<file path="config.mk">
export PLATFORM = sky130hd
export DESIGN_NAME = uart_cmd_decode
export DESIGN_NICKNAME = d
export VERILOG_FILES = /design/src/rtl/sdram_uart_pkg.sv /design/src/rtl/uart_gap_timer.sv /design/src/rtl/uart_cmd_decode.sv
export SDC_FILE = /design/constraint.sdc
export NUM_CORES = 1
export LEC_CHECK = 0
export CAP_MARGIN = 0
export CORE_MARGIN = 4
export CORE_UTILIZATION = 30
export DETAILED_ROUTE_END_ITERATION = 8
export PLACE_DENSITY_LB_ADDON = 0.25
export SETUP_SLACK_MARGIN = 0.4
export SLEW_MARGIN = 10
export SYNTH_ARGS = -nofsm -noshare
export SYNTH_HDL_FRONTEND = slang
export SYNTH_SLANG_ARGS = --single-unit
</file>
<file path="constraint.sdc">
create_clock -name sclk -period 2.4 [get_ports sclk]
set_input_delay 0.48 -clock sclk [delete_from_list [all_inputs] [get_ports sclk]]
set_output_delay 0.48 -clock sclk [all_outputs]
set_load 0.01 [all_outputs]
</file>
<file path="src/rtl/sdram_uart_pkg.sv">
// Shared definitions for the UART-to-SDRAM command path: decoder state
// encoding and default command byte values used by both RX and TX framers.
package sdram_uart_pkg;

    typedef enum logic [1:0] {
        IDLE  = 2'd0,
        WDATA = 2'd1,
        WDONE = 2'd2
    } dec_state_e;

    localparam logic [7:0] CMD_WR_DEF = 8'h55;
    localparam logic [7:0] CMD_RD_DEF = 8'hAA;

endpackage

</file>
<file path="src/rtl/uart_gap_timer.sv">
// Idle-gap watchdog: counts enabled cycles since the last clear and raises
// a single-cycle expire when LIMIT enabled cycles pass without a clear.
module uart_gap_timer #(
    parameter int LIMIT = 150000
) (
    input  logic clk,
    input  logic rst,
    input  logic clr,
    input  logic en,
    output logic expire
);

    localparam int TW = $clog2(LIMIT + 1);
    localparam logic [TW-1:0] LAST = TW'(LIMIT - 1);
    localparam logic [TW-1:0] SAT  = TW'(LIMIT);

    logic [TW-1:0] cnt_q;
    logic [TW-1:0] cnt_d;

    // Counting on past LAST to SAT and parking there keeps expire one-shot
    // even if the owner leaves en high after the pulse.
    always_comb begin
        cnt_d  = cnt_q;
        expire = 1'b0;
        if (clr) begin
            cnt_d = '0;
        end else if (en) begin
            if (cnt_q == LAST) begin
                expire = 1'b1;
            end
            if (cnt_q != SAT) begin
                cnt_d = cnt_q + 1'b1;
            end
        end
    end

    always_ff @(posedge clk or posedge rst) begin
        if (rst) begin
            cnt_q <= '0;
        end else begin
            cnt_q <= cnt_d;
        end
    end

endmodule

</file>
<file path="src/rtl/uart_cmd_decode.sv">
// Parses the UART receive byte stream into SDRAM write-FIFO pushes plus
// write/read trigger pulses; malformed or stalled frames raise frame_err.
module uart_cmd_decode
    import sdram_uart_pkg::*;
#(
    parameter int         WR_LEN      = 4,
    parameter logic [7:0] CMD_WR      = CMD_WR_DEF,
    parameter logic [7:0] CMD_RD      = CMD_RD_DEF,
    parameter int         TIMEOUT_CYC = 150000
) (
    input  logic       sclk,
    input  logic       s_rst,
    input  logic [7:0] uart_data,
    input  logic       uart_flag,
    output logic       wfifo_wr_en,
    output logic [7:0] wfifo_data,
    output logic       wr_trig,
    output logic       rd_trig,
    output logic       frame_err,
    output logic       busy
);

    localparam logic [7:0] LAST_IDX = 8'(WR_LEN - 1);

    dec_state_e state_q, state_d;
    logic [7:0] byte_cnt_q, byte_cnt_d;
    logic       wfifo_wr_en_q, wfifo_wr_en_d;
    logic [7:0] wfifo_data_q, wfifo_data_d;
    logic       wr_trig_q, wr_trig_d;
    logic       rd_trig_q, rd_trig_d;
    logic       frame_err_q, frame_err_d;
    logic       busy_q, busy_d;

    logic gap_clr;
    logic gap_en;
    logic gap_expire;

    // Any accepted byte restarts the gap; outside a frame it is held at zero.
    assign gap_clr = (state_q != WDATA) || uart_flag;
    assign gap_en  = (state_q == WDATA);

    uart_gap_timer #(
        .LIMIT (TIMEOUT_CYC)
    ) u_gap_timer (
        .clk    (sclk),
        .rst    (s_rst),
        .clr    (gap_clr),
        .en     (gap_en),
        .expire (gap_expire)
    );

    always_comb begin
        state_d       = state_q;
        byte_cnt_d    = byte_cnt_q;
        wfifo_wr_en_d = 1'b0;
        wfifo_data_d  = wfifo_data_q;
        wr_trig_d     = 1'b0;
        rd_trig_d     = 1'b0;
        frame_err_d   = 1'b0;

        case (state_q)
            WDATA: begin
                if (uart_flag) begin
                    wfifo_wr_en_d = 1'b1;
                    wfifo_data_d  = uart_data;
                    byte_cnt_d    = byte_cnt_q + 8'd1;
                    if (byte_cnt_q == LAST_IDX) begin
                        state_d    = WDONE;
                        byte_cnt_d = 8'd0;
                    end
                end else if (gap_expire) begin
                    frame_err_d = 1'b1;
                    state_d     = IDLE;
                    byte_cnt_d  = 8'd0;
                end
            end
            IDLE, WDONE: begin
                // WDONE trails the last push by one cycle so the FIFO has
                // committed it; a byte landing here is still decoded.
                if (state_q == WDONE) begin
                    wr_trig_d = 1'b1;
                    state_d   = IDLE;
                end
                if (uart_flag) begin
                    if (uart_data == CMD_WR) begin
                        state_d    = WDATA;
                        byte_cnt_d = 8'd0;
                    end else if (uart_data == CMD_RD) begin
                        rd_trig_d = 1'b1;
                    end else begin
                        frame_err_d = 1'b1;
                    end
                end
            end
            default: begin
                state_d    = IDLE;
                byte_cnt_d = 8'd0;
            end
        endcase

        busy_d = (state_d != IDLE);
    end

    always_ff @(posedge sclk or posedge s_rst) begin
        if (s_rst) begin
            state_q       <= IDLE;
            byte_cnt_q    <= 8'd0;
            wfifo_wr_en_q <= 1'b0;
            wfifo_data_q  <= 8'h00;
            wr_trig_q     <= 1'b0;
            rd_trig_q     <= 1'b0;
            frame_err_q   <= 1'b0;
            busy_q        <= 1'b0;
        end else begin
            state_q       <= state_d;
            byte_cnt_q    <= byte_cnt_d;
            wfifo_wr_en_q <= wfifo_wr_en_d;
            wfifo_data_q  <= wfifo_data_d;
            wr_trig_q     <= wr_trig_d;
            rd_trig_q     <= rd_trig_d;
            frame_err_q   <= frame_err_d;
            busy_q        <= busy_d;
        end
    end

    assign wfifo_wr_en = wfifo_wr_en_q;
    assign wfifo_data  = wfifo_data_q;
    assign wr_trig     = wr_trig_q;
    assign rd_trig     = rd_trig_q;
    assign frame_err   = frame_err_q;
    assign busy        = busy_q;

endmodule

</file>
# Word-level counts from Yosys, hierarchy flattened
# Index checks and enable logic that the tools add are counted.
# totals
regBits	41
output_inout_bits	13
in_bits	11
wordCells	64
# op_classes
n_eq_ne	11
n_addsub	2
n_reduce_logical	9
mux	33
# ops
operator	count
2-to-1 mux 18 bit	3
2-to-1 mux 8 bit	5
adder 18 x 1 -> 18 bit, second input constant	1
== test 18 bit, second input constant	1
inequality test 18 bit, second input constant	1
2-to-1 mux 1 bit	16
case mux 8 bit (2 select lines)	1
2-to-1 mux 2 bit	6
adder 8 x 1 -> 8 bit, second input constant	1
== test 8 x 2 -> 1 bit, second input constant	1
== test 8 x 7 -> 1 bit, second input constant	1
== test 8 bit, second input constant	1
nonzero test 2 bit	3
inequality test 2 bit, second input constant	2
case mux 2 bit (2 select lines)	1
AND reduction 2 bit	2
inequality test 3 x 2 -> 1 bit, second input constant	1
AND reduction 3 bit	1
== test 2 x 1 -> 1 bit, second input constant	1
== test 2 bit, second input constant	1
logical NOT 2 bit	1
inequality test 2 x 1 -> 1 bit, second input constant	1
case mux 1 bit (2 select lines)	1
OR reduction 2 bit	1
logical OR 1 bit	1

# Logic depth before layout (Yosys ltp)
# depth
depth_word	8
ltp_mapped	5
ltp_nobuf	5

# Cells and area by module
# A second synthesis with hierarchy kept.
# unflattened
hier_cells	220
area_unflattened_um2	2127.0
# modules_own_cells
module	seq_area_each_um2	n_inst	area_each_um2	cells_per_inst
uart_cmd_decode	575.6	1	1082.3	109
uart_gap_timer	450.4	1	1044.8	111

# Worst setup path before layout
# OpenSTA, ideal clock, no wires.
# synth_timing
kind	reg-to-reg
startpoint	reg u_gap_timer.cnt_q[13]
endpoint	reg byte_cnt_q[6]
stages_incl_launch_ff	6
slack_ps	384
t_arrival_ps	1882
synth_period_minus_slack_ps	2016
n_path_buf	1
required_time_ps	2266
setup_ps	134
path_cell_list	dfrtp_1 or4b_1 or4_1 buf_2 o22ai_4 a31oi_1
# synth_via
elab_chain_cells	6
# synth_rtl
element	line	rtl
start, declared	uart_gap_timer.sv:17	logic [TW-1:0] cnt_q;
start signal, assigned	uart_gap_timer.sv:41	cnt_q <= cnt_d;
== test 18 bit	uart_gap_timer.sv:28	if (cnt_q == LAST) begin
2-to-1 mux 1 bit	uart_gap_timer.sv:28	
2-to-1 mux 1 bit	uart_gap_timer.sv:27	end else if (en) begin
2-to-1 mux 1 bit	uart_gap_timer.sv:25	if (clr) begin
inequality test 3 x 2 -> 1 bit (no line)	n/a	
AND reduction 3 bit (no line)	n/a	
end signal, assigned	uart_cmd_decode.sv:116	byte_cnt_q <= byte_cnt_d;
end, declared	uart_cmd_decode.sv:26	logic [7:0] byte_cnt_q, byte_cnt_d;
# Every way passes these cells.
# A chain may end at the register's enable or synchronous reset.

# Worst setup path in the final report
# layout_timing
startpoint	reg u_gap_timer.cnt_q[13]
endpoint	reg byte_cnt_q[0]
# Same word-level chain as after synthesis.

==> results_dict.tcl <==
set metrics [dict create \
    hpwlAfterDp_um 2920 \
    port_buffers 23 \
    yosysUniqueCellTypes 43 \
    syn_nets 224 \
    min_delay_path_depth 2 \
    h-tree-depth 2 \
    power.switching_mw 0.510 \
    power.density_nw_per_um2 705 \
    skew_ns 0.00418 \
    power_mw 1.78 \
    worstHoldStart "wfifo_data[1]$_DFFE_PP0P_" \
    tns_ns 0 \
    clk_latency_ns 0.29 \
    hold_class "reg2reg" \
    routed_wirelength_um 4240 \
    vias 1591 \
    r2r-end "byte_cnt_q[0]$_DFFE_PP0P_" \
    core_sq_um 6420 \
    final_net_count 261 \
    routed-wl-met2_um 2060 \
    gp_congestion 0.815 \
    multi_input_area_sq_um 952 \
    drc 0 \
    r2r_slack_ns 0.37 \
    relSlewSlack_pct 63.8 \
    overflow 0 \
    drtIter0Drc 70 \
    ff2ff_path_depth 4 \
    synth_area_sq_um 2000 \
    grt_max_degree 42 \
    fin_crit_sh_pct 84.6 \
    yosys.area.top_type "dfrtp_1" \
    pwr-share-comb_pct 25.8 \
    seq_area_sq_um 1030 \
    cts_tree "done" \
    area_growth_pct 26.4 \
    clock-root-buffer "clkbuf_8" \
    fmax_ghz 0.492 \
    holdWs_ns 0.476 \
    critPathMaxFanout 8 \
    grt_pass1_vias 1511 \
    drtAntennaViolNets 0 \
    leakage_nw 1.03 \
    final_cell_area_sq_um 2520 \
    die_y_um 89.6 \
    ys_warn_count 0 \
    n_fill_cell 635 \
    grt_pass1_wl_um 7070 \
    swShare_pct 28.7 \
    tightestPinTransition_ns 0.538 \
    avgSynthCellArea_sq_um 9.52 \
    hold_viol_final 0 \
    setup_violations 0 \
    dpl_worst_slack_ns 0.157 \
    status "finished clean" \
    slew_viol_final 0 \
    grt_usage_pct 11.3 \
    clockBufferDepth 2 \
    numCtsBuffers 5 \
    drv_cap 0 \
    io-pin-count 24 \
    dpl-instance-area_sq_um 2340 \
    cts.sink_count 41 \
    syn_inst 210 \
    antenna_found_initial 0 \
    wire_per_inst_um 13.1 \
    vias_per_cell 4.91 \
    first_pass_iters 4 \
    die_area_sq_um 8030 \
    synth.area.top_cells "dfrtp_1 51%, nand2_1 6.0%, xnor2_1 4.4%" \
    reg2reg_from "u_gap_timer.cnt_q[13]$_DFFE_PP0P_" \
    setup_ws_ns 0.369 \
    cp_data_arrival_time_ns 2.19 \
    power_frac_seq_pct 48.8 \
    rows 29 \
    clkTransAtPathRegs_ns 0.07 \
    final_common_cell "dfrtp_1" \
    final_cell_mix "39 x dfrtp_1, 31 x nand2_1, 23 x clkdlybuf4s50_1" \
    ys_ff_latch 41 \
    antenna_cells 0 \
    startpoint_type "register" \
    yosysTopAreaCellShare_pct 51.3 \
    seq_area_frac_synth_pct 51.3 \
    power.internal_mw 1.27 \
    top_layer "met4" \
    layout-drive-gt1-share_pct 15.4 \
    start_util_pct 31.1 \
    period_needed_ns 2.03 \
    wl_met1_um 2020 \
    hold_end "wfifo_data[1]$_DFFE_PP0P_" \
    end_kind "register" \
    worst-setup-path-type "reg2reg" \
    pwr-share-clk_pct 25.4 \
    route.met3.wl_um 126 \
    die_w_um 89.6 \
    cts-hold-fix-buffers 0 \
    cp_data_required_time_ns 2.56 \
    ir_drop_mv 0.231 \
    rsz0062_at_grt "yes" \
]
==> logic make-up (layout without fill, tap and decap cells) <==
| kind of cell | Yosys count | in the layout | synth area share, % |
|---|---|---|---|
| muxes | 1 | 1 | 0.501 |
| and+or+nand+nor | 101 | 101 | 26.1 |
| buffers and inverters | 15 | 52 | 2.88 |
| adders and majority gates | 3 | 3 | 1.88 |
| DFF | 41 | 41 | 51.3 |
| xor gates and xnor gates | 11 | 11 | 4.82 |
| AOI/OAI and AO/OA | 38 | 38 | 12.5 |
==> final cells by class <==
| type | count | share of cell area [%] |
|---|---|---|
| sequential | 41 | 40.7 |
| multi-input combinational | 154 | 37.7 |
| timing repair buffer | 36 | 13.0 |
| tap | 77 | 3.82 |
| clock buffer | 7 | 3.42 |
| inverter | 9 | 1.34 |
==> flip-flops by register name, summed over array words and instances (netlist names) <==
| name | count |
|---|---|
| u_gap_timer.cnt_q | 18 |
| byte_cnt_q | 8 |
| wfifo_data | 8 |
| state_q | 2 |
| busy | 1 |
| frame_err | 1 |
| rd_trig | 1 |
| wfifo_wr_en | 1 |
| wr_trig | 1 |
==> cell usage after synthesis <==
| cell type | instances |
|---|---|
| o22ai_1 | 1 |
| a21oi_1 | 14 |
| o221ai_1 | 1 |
| clkbuf_1 | 4 |
| a31oi_1 | 2 |
| a41oi_1 | 3 |
| o31ai_1 | 1 |
| mux2i_1 | 1 |
| nor4b_1 | 1 |
| ha_1 | 3 |
| and4_2 | 1 |
| nor4bb_1 | 2 |
| nand4_1 | 3 |
| nand2_1 | 32 |
| or3_2 | 1 |
| nand3_1 | 9 |
| nor3_1 | 7 |
| nor4_1 | 4 |
| nor2_1 | 18 |
| dfrtp_1 | 41 |
| xor2_1 | 1 |
| a221oi_1 | 1 |
| a31o_2 | 1 |
| and3_1 | 3 |
| o21ai_0 | 7 |
| nor2b_1 | 2 |
| nand3b_1 | 1 |
| and3_2 | 1 |
| xnor2_1 | 10 |
| or2b_2 | 1 |
| and2_2 | 1 |
| buf_2 | 1 |
| or2_2 | 1 |
| inv_1 | 9 |
| o21a_1 | 5 |
| nand2b_1 | 2 |
| o21bai_1 | 1 |
| o22ai_4 | 1 |
| or3_1 | 6 |
| or4b_2 | 1 |
| or4b_1 | 2 |
| or4_1 | 2 |
| buf_1 | 1 |
==> metrics by stage <==
stage | util [%] | instances
after floorplan | - | 210
after global placement | 36.4 | 309
after detailed placement | 36.4 | 309
after CTS | 38.2 | 318
after global routing | 39.3 | 324
final | 39.3 | 324
==> power groups by stage <==
| stage | registers (mW) | clock network [mW] | logic, mW |
|---|---|---|---|
| 5_1_grt | 0.885 | 0.501 | 0.516 |
| 6_report | 0.869 | 0.452 | 0.460 |
| 2_1_floorplan | 0.911 | 0 | 0.205 |
| 3_5_place_dp | 0.883 | 0 | 0.465 |
| 4_1_cts | 0.870 | 0.471 | 0.466 |
| 3_3_place_gp | 0.881 | 0 | 0.459 |
==> critical path: stages (launching register included) <==
cell     delay, ns
dfrtp_1       0.38
or4b_4        0.54
or4_4         0.58
o22ai_4       0.28
mux2i_1       0.12
==> metal layers <==
layer | track usage [%] | vias to the layer above
li1 | - | 817
met1 | 15.4 | 752
met2 | 17.6 | 19
met3 | 2.55 | 3
met4 | 4.06 | 0
met5 | 0 | -
==> timing repair <==
item,4_1_cts,5_1_grt
setup buffers,2,6
endpoints found under the setup margin,15,13
gates resized for setup,4,8
pin swaps,5,5
==> worst max-delay path by stage <==
stage	start	to	slack, ns
2_1_floorplan	u_gap_timer.cnt_q[13]$_DFFE_PP0P_	byte_cnt_q[6]$_DFFE_PP0P_	0.41
3_3_place_gp	uart_data[6]	byte_cnt_q[0]$_DFFE_PP0P_	0.22
3_5_place_dp	uart_data[6]	byte_cnt_q[0]$_DFFE_PP0P_	0.16
4_1_cts	u_gap_timer.cnt_q[10]$_DFFE_PP0P_	byte_cnt_q[0]$_DFFE_PP0P_	0.31
5_1_grt	u_gap_timer.cnt_q[13]$_DFFE_PP0P_	byte_cnt_q[6]$_DFFE_PP0P_	0.28
6_report	u_gap_timer.cnt_q[13]$_DFFE_PP0P_	byte_cnt_q[0]$_DFFE_PP0P_	0.37
(Power assumes the default switching activity.)
